<file path="src/rtl/btb_predictor.sv">
// Direct-mapped branch target buffer with saturating direction counters and EXE-stage
// misprediction detection. Optional hit/mispredict statistics under BTB_STATS_EN.
module btb_predictor #(
    parameter int unsigned ENTRIES = 8,
    parameter int unsigned PC_W    = 16,
    parameter int unsigned CNT_W   = 2
) (
    input  logic            clk,
    input  logic            rst,
    input  logic [PC_W-1:0] cur_pc,
    output logic            pred_taken,
    output logic [PC_W-1:0] pred_pc,
    input  logic            res_valid,
    input  logic [PC_W-1:0] res_pc,
    input  logic            res_taken,
    input  logic [PC_W-1:0] res_target,
    input  logic            res_pred_taken,
    input  logic [PC_W-1:0] res_pred_pc,
`ifdef BTB_STATS_EN
    output logic [15:0]     stat_hits,
    output logic [15:0]     stat_mispred,
`endif
    output logic            mispredict,
    output logic [PC_W-1:0] redirect_pc
);

    localparam int unsigned IDX_W = $clog2(ENTRIES);
    localparam int unsigned TAG_W = PC_W - IDX_W;
    localparam logic [CNT_W-1:0] CNT_MAX  = {CNT_W{1'b1}};
    localparam logic [CNT_W-1:0] CNT_WEAK = {1'b1, {(CNT_W-1){1'b0}}};
    localparam logic [PC_W-1:0]  PC_ONE   = {{(PC_W-1){1'b0}}, 1'b1};

    logic             valid_q  [ENTRIES];
    logic [TAG_W-1:0] tag_q    [ENTRIES];
    logic [PC_W-1:0]  target_q [ENTRIES];
    logic [CNT_W-1:0] cnt_q    [ENTRIES];

    logic [IDX_W-1:0] cur_idx;
    logic [TAG_W-1:0] cur_tag;
    logic [IDX_W-1:0] res_idx;
    logic [TAG_W-1:0] res_tag;
    logic             cur_hit;
    logic             res_hit;
    logic [CNT_W-1:0] cnt_next;

    assign cur_idx = cur_pc[IDX_W-1:0];
    assign cur_tag = cur_pc[PC_W-1:IDX_W];
    assign res_idx = res_pc[IDX_W-1:0];
    assign res_tag = res_pc[PC_W-1:IDX_W];

    assign cur_hit = valid_q[cur_idx] && (tag_q[cur_idx] == cur_tag);
    assign res_hit = valid_q[res_idx] && (tag_q[res_idx] == res_tag);

    // Gated by rst so outputs are clean even before the first reset edge.
    assign pred_taken = !rst && cur_hit && cnt_q[cur_idx][CNT_W-1];
    assign pred_pc    = pred_taken ? target_q[cur_idx] : cur_pc + PC_ONE;

    assign mispredict  = !rst && res_valid &&
                         ((res_taken != res_pred_taken) ||
                          (res_taken && (res_target != res_pred_pc)));
    assign redirect_pc = res_taken ? res_target : res_pc + PC_ONE;

    always_comb begin
        cnt_next = cnt_q[res_idx];
        if (res_taken) begin
            if (cnt_q[res_idx] != CNT_MAX) cnt_next = cnt_q[res_idx] + 1'b1;
        end else begin
            if (cnt_q[res_idx] != '0) cnt_next = cnt_q[res_idx] - 1'b1;
        end
    end

    // Tags and targets are left stale on reset; a cleared valid bit masks them.
    always_ff @(posedge clk) begin
        if (rst) begin
            for (int i = 0; i < ENTRIES; i++) begin
                valid_q[i] <= 1'b0;
                cnt_q[i]   <= '0;
            end
        end else if (res_valid) begin
            if (res_hit) begin
                cnt_q[res_idx] <= cnt_next;
                if (res_taken) target_q[res_idx] <= res_target;
            end else if (res_taken) begin
                valid_q[res_idx]  <= 1'b1;
                tag_q[res_idx]    <= res_tag;
                target_q[res_idx] <= res_target;
                cnt_q[res_idx]    <= CNT_WEAK;
            end
        end
    end

`ifdef BTB_STATS_EN
    logic [15:0] stat_hits_q;
    logic [15:0] stat_mispred_q;
    logic        good_pred;

    assign good_pred = res_valid && res_pred_taken && !mispredict;

    always_ff @(posedge clk) begin
        if (rst) begin
            stat_hits_q    <= '0;
            stat_mispred_q <= '0;
        end else begin
            if (good_pred && stat_hits_q != 16'hFFFF) stat_hits_q <= stat_hits_q + 16'd1;
            if (mispredict && stat_mispred_q != 16'hFFFF) begin
                stat_mispred_q <= stat_mispred_q + 16'd1;
            end
        end
    end

    assign stat_hits    = stat_hits_q;
    assign stat_mispred = stat_mispred_q;
`endif

endmodule

</file>
<file path="config.mk">
export PLATFORM = sky130hd
export DESIGN_NAME = btb_predictor
export DESIGN_NICKNAME = d
export VERILOG_FILES = /design/src/rtl/btb_predictor.sv
export SDC_FILE = /design/constraint.sdc
export NUM_CORES = 1
export LEC_CHECK = 0
export ABC_AREA = 1
export BUFFER_PORTS_ARGS = -buffer_cell sky130_fd_sc_hd__buf_2
export CORE_UTILIZATION = 25
export CTS_BUF_LIST = sky130_fd_sc_hd__clkbuf_4
export DETAILED_ROUTE_END_ITERATION = 12
export GPL_TIMING_DRIVEN = 0
export RECOVER_POWER = 25
export SYNTH_ARGS = -nofsm -noshare
export SYNTH_HDL_FRONTEND = slang
export SYNTH_SLANG_ARGS = --single-unit
</file>
<file path="constraint.sdc">
create_clock -name clk -period 8.14 [get_ports clk]
set_clock_uncertainty 0.2 [all_clocks]
set_input_delay 1.628 -clock clk [delete_from_list [all_inputs] [get_ports clk]]
set_output_delay 1.628 -clock clk [all_outputs]
set_load 0.05 [all_outputs]
</file>
### After elaboration in Yosys (flattened, before gate mapping)

Memory sizes are Yosys's and may differ from the RTL's.
Index checks and enable logic that the tools add are counted.

* add/subtract/negate cells: 4
* equality and inequality tests: 5
* muxes and demuxes: 28
* bitwise gates (word level): 2
* reductions and logical operators: 12

Operator list (count)
* $mux W16: 3
* $add A16 B1 Y16 const B: 2
* $eq A13 B13 Y1: 2
* $mux W1: 18
* $ne A16 B16 Y1: 1
* $mux W2: 5
* $logic_and A1 B1 Y1: 7
* $mux W3: 2
* $add A2 B1 Y2 const B: 1
* $ne A2 B2 Y1 const B: 1
* $or A1 B1 Y1: 2
* $reduce_bool A2 Y1: 1
* $reduce_or A2 Y1: 1
* $sub A2 B1 Y2 const B: 1
* $logic_not A1 Y1: 1
* $logic_or A1 B1 Y1: 1
* $ne A1 B1 Y1: 1
* $reduce_or A1 Y1: 1

* register bits: 0
* memory bits (writable): 256
* output and inout port bits: 34
* word-level logic and storage cells: 55
* memories kept: 4

Memories
* target_q: words 8, width 16, read ports 1, clocked after memory_dff 0, wr ports 1, line 35 `logic [PC_W-1:0] target_q [ENTRIES];`
* tag_q: words 8, width 13, read ports 2, clocked after memory_dff 0, wr ports 1, line 34 `logic [TAG_W-1:0] tag_q [ENTRIES];`
* cnt_q: words 8, width 2, read ports 2, clocked after memory_dff 0, wr ports 8, line 36 `logic [CNT_W-1:0] cnt_q [ENTRIES];`
* valid_q: words 8, width 1, read ports 2, clocked after memory_dff 0, wr ports 8, line 33 `logic valid_q [ENTRIES];`

### Logic depth before layout (Yosys ltp)

Gate-level depths: netlist of the first run.
An unclocked memory read counts as a cell.

* word-level depth: 10
* mapped depth: 18

### Worst setup path after synthesis of the first run

OpenSTA, ideal clock, no wires.

* path kind: in2out
* start: input res_pc[0]
* end: output redirect_pc[15]
* arrival: 3727 ps
* data required time: 6312 ps
* path slack: 2585 ps
* stages: 11
* path buffers: 2
* path through: buf_2 > buf_2 > nand2_1 > nor3_2 > nand2_1 > nor3_2 > nand2_1 > nor3_1 > nand2_1 > xor2_1 > o21ai_1

* word-level cells in the longest chain between the ends: 2

RTL lines
* start: declaration: line 14 `input logic [PC_W-1:0] res_pc,`
* $add A16 B1 Y16: line 61 `assign redirect_pc = res_taken ? res_target : res_pc + PC_ONE;`
* $mux W16: line 61
* end: declaration: line 24 `output logic [PC_W-1:0] redirect_pc`

Every way passes these cells.

### Final worst setup path of the first run

* start: input cur_pc[0]
* end: output pred_pc[14]

* word-level cells in the longest chain between the ends: 6
* elaborated cells between the ends (all ways): 10
* those cells by class: add/sub: 1; eq/ne: 1; mux: 1; reduce/logical: 3; memory: 4

RTL lines
* start: declaration: line 10 `input logic [PC_W-1:0] cur_pc,`
* $mem_v2 Z8 W13
* $eq A13 B13 Y1: line 51 `assign cur_hit = valid_q[cur_idx] && (tag_q[cur_idx] == cur_tag);`
* $logic_and A1 B1 Y1: line 51
* $logic_and A1 B1 Y1 (2 in series): line 55 `assign pred_taken = !rst && cur_hit && cnt_q[cur_idx][CNT_W-1];`
* $mux W16 *: line 56 `assign pred_pc = pred_taken ? target_q[cur_idx] : cur_pc + PC_ONE;`
* end: declaration: line 12 `output logic [PC_W-1:0] pred_pc,`

Mark *: on every way between the ends. The rest lies on a longest branch, timed or not.

==> metrics.cfg, run 1 <==
[global_routing]
grt_pass1_wl_um=71930
grt_usage_pct=18.41
grt_pass1_vias=11180
gr-total-overflow=0
antenna_found_initial=9
grt_start_max_net_pins=15

[logic_synthesis]
avgSynthCellArea_um2=9.107
synth_area_um2=13250
seq_area_frac_synth_pct=57.41
async_flop_share_pct=0
syn_nets=1526
synth.most_common_cell=nand2_1
synth_edf_count=248
yosysTopAreaCell=edfxtp_1
synth_area_leaders=edfxtp_1 (56%), nand2_1 (11%), a21oi_1 (4.8%)
synth-seq-cells=256
synth_top_area_share_pct=56.20
yosysUniqueCellTypes=45
synth_flop_cell=edfxtp_1
synth-warning-count=0
syn_inst=1455
synth_common_cells=nand2_1 (390), edfxtp_1 (248), inv_1 (159), a21oi_1 (128), nand3_1 (107)

[power]
p_switching_w=0.0008684
vdd_drop_max_uv=82.04
pwr-share-comb_pct=13.2
p_leak_nw=6.424
p_seq_share_pct=47.7
p_per_area_nw_per_um2=196.3
power_switching_share_pct=28.20
power_frac_clock_pct=39.1
p_int_w=0.002211

[run_status]
status=completed

[route]
vias_per_cell=4.973
dr_total_vias=11810
antenna_left=0
drc=0
avgRoutedWirePerCell_um=20.94
wl_um=49730
drt_pass1_iterations=8
drtIter0Drc=1381

[sta]
setup_viol=0
tns_ns=0
fmax_mhz=156.7
rsz0062_at_grt=no
slew_violations=0
tightest_slew_ns=0.9424
period_share_pct=78.41
fin_crit_ns=6.383
hold_viol=0
worst_slew_margin_rel_pct=37.10

[critical_path]
crit_required_ns=6.31
critPathArrivalTime_ns=4.55
end_kind=output pin
cp_max_fo=10
r2r_cells=15
path_class=primary input to output pin
critPathLaunchType=primary input

[die]
start_util_pct=25.26
core_area_um2=52450
die-area_um2=53930
top_level_ports=103
die_x_um=232.2
core.rowCount=84
die_height_um=232.2

[final_layout]
area_growth_pct=18.40
postLayoutCoreUtil_pct=29.91
drive_gt1_share_pct=17.45
finalNetCount=1708
fillers=5530

[min_path]
hold_depth=2
hp-class=flip-flop to flip-flop

[clock_network]
cts_setup_buffers=0
cts_sinks=256
cts_resized=0
clock-root-buffer=clkbuf_4
cts_tree=yes
clk_latency_ns=0.74
clk_path_buf_depth=3
postCtsHoldBufs=0
cts_buffers=69
clk_pin_slew_ns=0.07
h-tree-depth=3

[placed_design]
io_buffers=100
hpwlAfterDp_um=36230
gp_congestion=0.9372

[flow_run]
max-cap-violations=0

[metrics by stage]
step | instances | worst slack, ns | hold WS (ns) | power [W] | area, um2
2_1_floorplan | 1455 | 2.585 | 0.2585 | 0.001729 | 13250
3_3_place_gp | 2243 | 1.804 | 0.2840 | 0.001893 | 14610
3_5_place_dp | 2254 | 1.767 | 0.2996 | 0.001898 | 14810
4_1_cts | 2373 | 1.761 | 0.3106 | 0.003093 | 15710
5_1_grt | 2375 | 1.615 | 0.3363 | 0.003195 | 15690
6_report | 2375 | 1.757 | 0.3240 | 0.003079 | 15690
[final timing paths]
kind / startpoint / endpoint / slack, ns
hold reg to reg: valid_q[4]$_DFF_P_ / valid_q[4]$_DFF_P_ / 0.32
setup / recovery: cur_pc[0] / pred_pc[14] / 1.76
setup reg to reg: tag_q[4][8]$_DFFE_PP_ / tag_q[2][8]$_DFFE_PP_ / 5.26
hold / removal: valid_q[4]$_DFF_P_ / valid_q[4]$_DFF_P_ / 0.32
[flip-flops by register name, indices dropped and copies added (netlist names)]
name	cells
cnt_q	16
tag_q	104
target_q	128
valid_q	8
[power groups by stage]
| stage | logic (W) | registers (W) | clock network [W] |
|---|---|---|---|
| after CTS | 0.000402 | 0.00147 | 0.00122 |
| after detailed placement | 0.000401 | 0.00150 | 0 |
| after global routing | 0.000436 | 0.00147 | 0.00129 |
| final | 0.000407 | 0.00147 | 0.00120 |
| after floorplan | 0.000233 | 0.00150 | 0 |
| after global placement | 0.000396 | 0.00150 | 0 |
[routing by layer]
metal	GRT usage [%]	routed length, um
met1	24.65	20640
met2	28.92	22250
met3	4.789	5545
met4	5.551	1205
met5	0	86
[worst max-delay path, stage by stage]
cell and delay (ns):
buf_2 0.14, inv_2 0.17, buf_2 0.34, buf_2 0.30, buf_2 0.27, clkbuf_1 0.54
nand2_1 0.10, a221oi_1 0.41, or2_2 0.20, nand3_1 0.09, nand2_1 0.08, buf_2 0.26
[cell usage in the layout (no fill, tap or decap), drive strengths merged]
cell type	count
buf	143
a32o	1
a211o	1
nor2	90
xnor2	3
nor4	2
nand3b	5
a21boi	1
xor2	32
clkbuf	145
nand3	108
clkinv	12
nand2	393
o22ai	6
o211ai	13
o2bb2ai	1
ha	2
nor3	14
nand4	9
a22oi	2
o21bai	3
a21oi	128
inv	166
o31ai	3
bufinv	2
and2	3
a221oi	31
a31oi	1
dfxtp	8
o21ai	91
a211oi	1
diode	2
o311ai	2
or2	15
edfxtp	248
[final cells by class]
cell class | count | area [um2] | area share [%]
Antenna cell | 2 | 5.005 | 0.03190
Buffer | 73 | 346.6 | 2.209
Clock buffer | 104 | 780.7 | 4.976
Clock inverter | 15 | 116.4 | 0.7417
Inverter | 165 | 621.8 | 3.964
Multi-Input combinational cell | 961 | 4702 | 29.97
Sequential cell | 256 | 7607 | 48.49
Tap cell | 688 | 860.8 | 5.487
Timing Repair Buffer | 111 | 648.1 | 4.131
[kinds of logic (layout without fill, tap and decap cells)]
kind of cell,count (synthesis),count (layout),share of synthesized area (%)
xor+xnor,35,35,2.314
compound gates,285,285,12.29
fa+ha+maj,2,2,0.1888
simple gates,639,639,20.48
buf+inv,238,468,7.309
other cells,0,2,0
flops,256,256,57.41
(Power assumes the default switching activity.)
==> inputs of run 2 (changes only) <==
==> constraint.sdc (replaced) <==
create_clock -name clk -period 5.25 [get_ports clk]
set_clock_uncertainty 0.2 [all_clocks]
set_input_delay 1.05 -clock clk [delete_from_list [all_inputs] [get_ports clk]]
set_output_delay 1.05 -clock clk [all_outputs]
set_load 0.05 [all_outputs]
==> run 2 against run 1 <==
  * Combinational power up 56%
  * Final cell count unchanged
  * First-iteration DRC count up 1.4%
  * Global-route usage unchanged
  * Clock-buffer cell count unchanged
  * Sequential power up 55%
  * Critical path depth down 1
  * Largest power group unchanged
==> metrics.cfg, run 2 (synthesized netlist as in run 1, its figures left out) <==
[sta]
fin_crit_ns=5.169
tns_ns=0
hold_viol=0
rsz0062_at_grt=no
slew_violations=0
worst_slew_margin_rel_pct=35.89
tightest_slew_ns=0.9605
setup_viol=0
period_share_pct=98.46
fmax_mhz=193.5

[critical_path]
end_kind=output pin
reg2reg_slack_ns=2.36
r2r_cells=15
cp_cell_sequence=buf_2 > inv_2 > buf_2 > buf_2 > buf_2 > buf_1 > nand2_1 > a221oi_1 > o211ai_1 > nand2_1 > buf_2
path_class=primary input to output pin
crit_slowest_cell=buf_1
critPathLaunchType=primary input
max_stage_delay_ns=0.45
crit_required_ns=4.00
critPathArrivalTime_ns=3.92
cp_max_fo=10
cp.buffers_inverters=7
r2r_start=tag_q[4][8]$_DFFE_PP_
startpoint=cur_pc[0]
reg2reg_to=tag_q[7][8]$_DFFE_PP_
cp_top_family=buffers and inverters
crit_top_cell=buf_2

[clock_network]
clock-root-buffer=clkbuf_4
cts_tree=yes
cts_buffers=69
h-tree-depth=3
postCtsHoldBufs=0
cts_setup_buffers=0
clk_latency_ns=0.73
clk_path_buf_depth=3
cts_sinks=256
clk_pin_slew_ns=0.08
cts_resized=0

[placed_design]
hpwlAfterDp_um=36230
gp_congestion=0.9372
io_buffers=100

[min_path]
hold_depth=2
hp-class=flip-flop to flip-flop
hp-start=valid_q[4]$_DFF_P_
min_to=valid_q[4]$_DFF_P_

[route]
drtIter0Drc=1400
drt_pass1_iterations=7
dr_total_vias=11750
antenna_left=0
avgRoutedWirePerCell_um=20.92
drc=0
wl_um=49680
vias_per_cell=4.949

[die]
die-area_um2=53930
die_x_um=232.2
die_height_um=232.2
start_util_pct=25.26
top_level_ports=103
core.rowCount=84
core_area_um2=52450

[final_layout]
reg.largest.list=target_q x128, tag_q x104, cnt_q x16
postLayoutCoreUtil_pct=29.95
top_register=target_q
largest_reg_flops=128
drive_gt1_share_pct=17.98
finalNetCount=1708
final_common_cell=nand2_1
layout_common_cells=nand2_1 (390), edfxtp_1 (248), inv_1 (159)
area_growth_pct=18.54

[power]
vdd_drop_max_uv=124.3
p_leak_nw=6.449
p_per_area_nw_per_um2=304.0

[flow_run]
max-cap-violations=0

[global_routing]
antenna_found_initial=9
gr-total-overflow=0
grt_start_max_net_pins=15
grt_pass1_wl_um=71930
grt_pass1_vias=11180
grt_usage_pct=18.41

[run_status]
status=completed

## run 2: cell count changes in the layout (fill, tap and decap cells not counted), sizes merged
| cell | delta |
|---|---|
| buf | -3 |
| clkbuf | +3 |
## run 2: worst reg2reg max path: stages, from the launching register on
cell and delay, ns:
edfxtp_1 0.38, inv_1 0.07, nand2_1 0.05, nand3_1 0.09, nand2_1 0.07, nor2_1 0.10
nand2_1 0.06, nand2_1 0.18, nor2_1 0.06, nand2_1 0.06, nor2_1 0.04, nand3_1 0.12
nand4_2 0.17, buf_4 0.27, nor2_2 0.43, buf_8 0.23
## run 2: worst max path at each step
stage / endpoint / slack (ns) / cells after the start
after floorplan: redirect_pc[15] / 0.85 / 11
after global placement: pred_pc[9] / 0.07 / 12
after detailed placement: pred_pc[14] / 0.03 / 12
after CTS: pred_pc[14] / 0.03 / 12
after global routing: pred_pc[6] / 0.02 / 16
final: pred_pc[10] / 0.08 / 11
## run 2: through the flow
stage          cells  worst slack (ns)  power [W]  hold WS, ns  cell area [um2]
2_1_floorplan   1455            0.8514   0.002681       0.2585            13250
3_3_place_gp    2243           0.07032   0.002935       0.2840            14610
3_5_place_dp    2254           0.03298   0.002943       0.2996            14810
4_1_cts         2373           0.02705   0.004795       0.3041            15710
5_1_grt         2375           0.01913   0.004955       0.3361            15710
6_report        2375           0.08091   0.004774       0.3210            15710
## run 2: area by class of cell
class                   count  area, um2
clock buffers             104      780.7
inverters                 165      621.8
plain buffers              73      361.6
flip-flops and latches    256       7607
clock inverters            15      116.4
repair buffers            111      648.1
multi-input cells         961       4705
fillers                  5533      36740
well taps                 688      860.8
diodes                      2      5.005
## run 2: metal layers
layer	vias to the layer above	global-route usage, %	wire length (um)
met5	-	0	86
met4	12	5.551	1101
met3	95	4.789	5132
met2	657	28.92	22350
met1	5619	24.65	21010
li1	5371	-	-
## run 2: power by group
part / leakage [nW] / internal (W) / total, W / switching (W)
logic: 3.59 / 0.000161 / 0.000633 / 0.000472
registers: 2.32 / 0.00227 / 0.00228 / 0.0000106
clock network: 0.540 / 0.00100 / 0.00186 / 0.000862
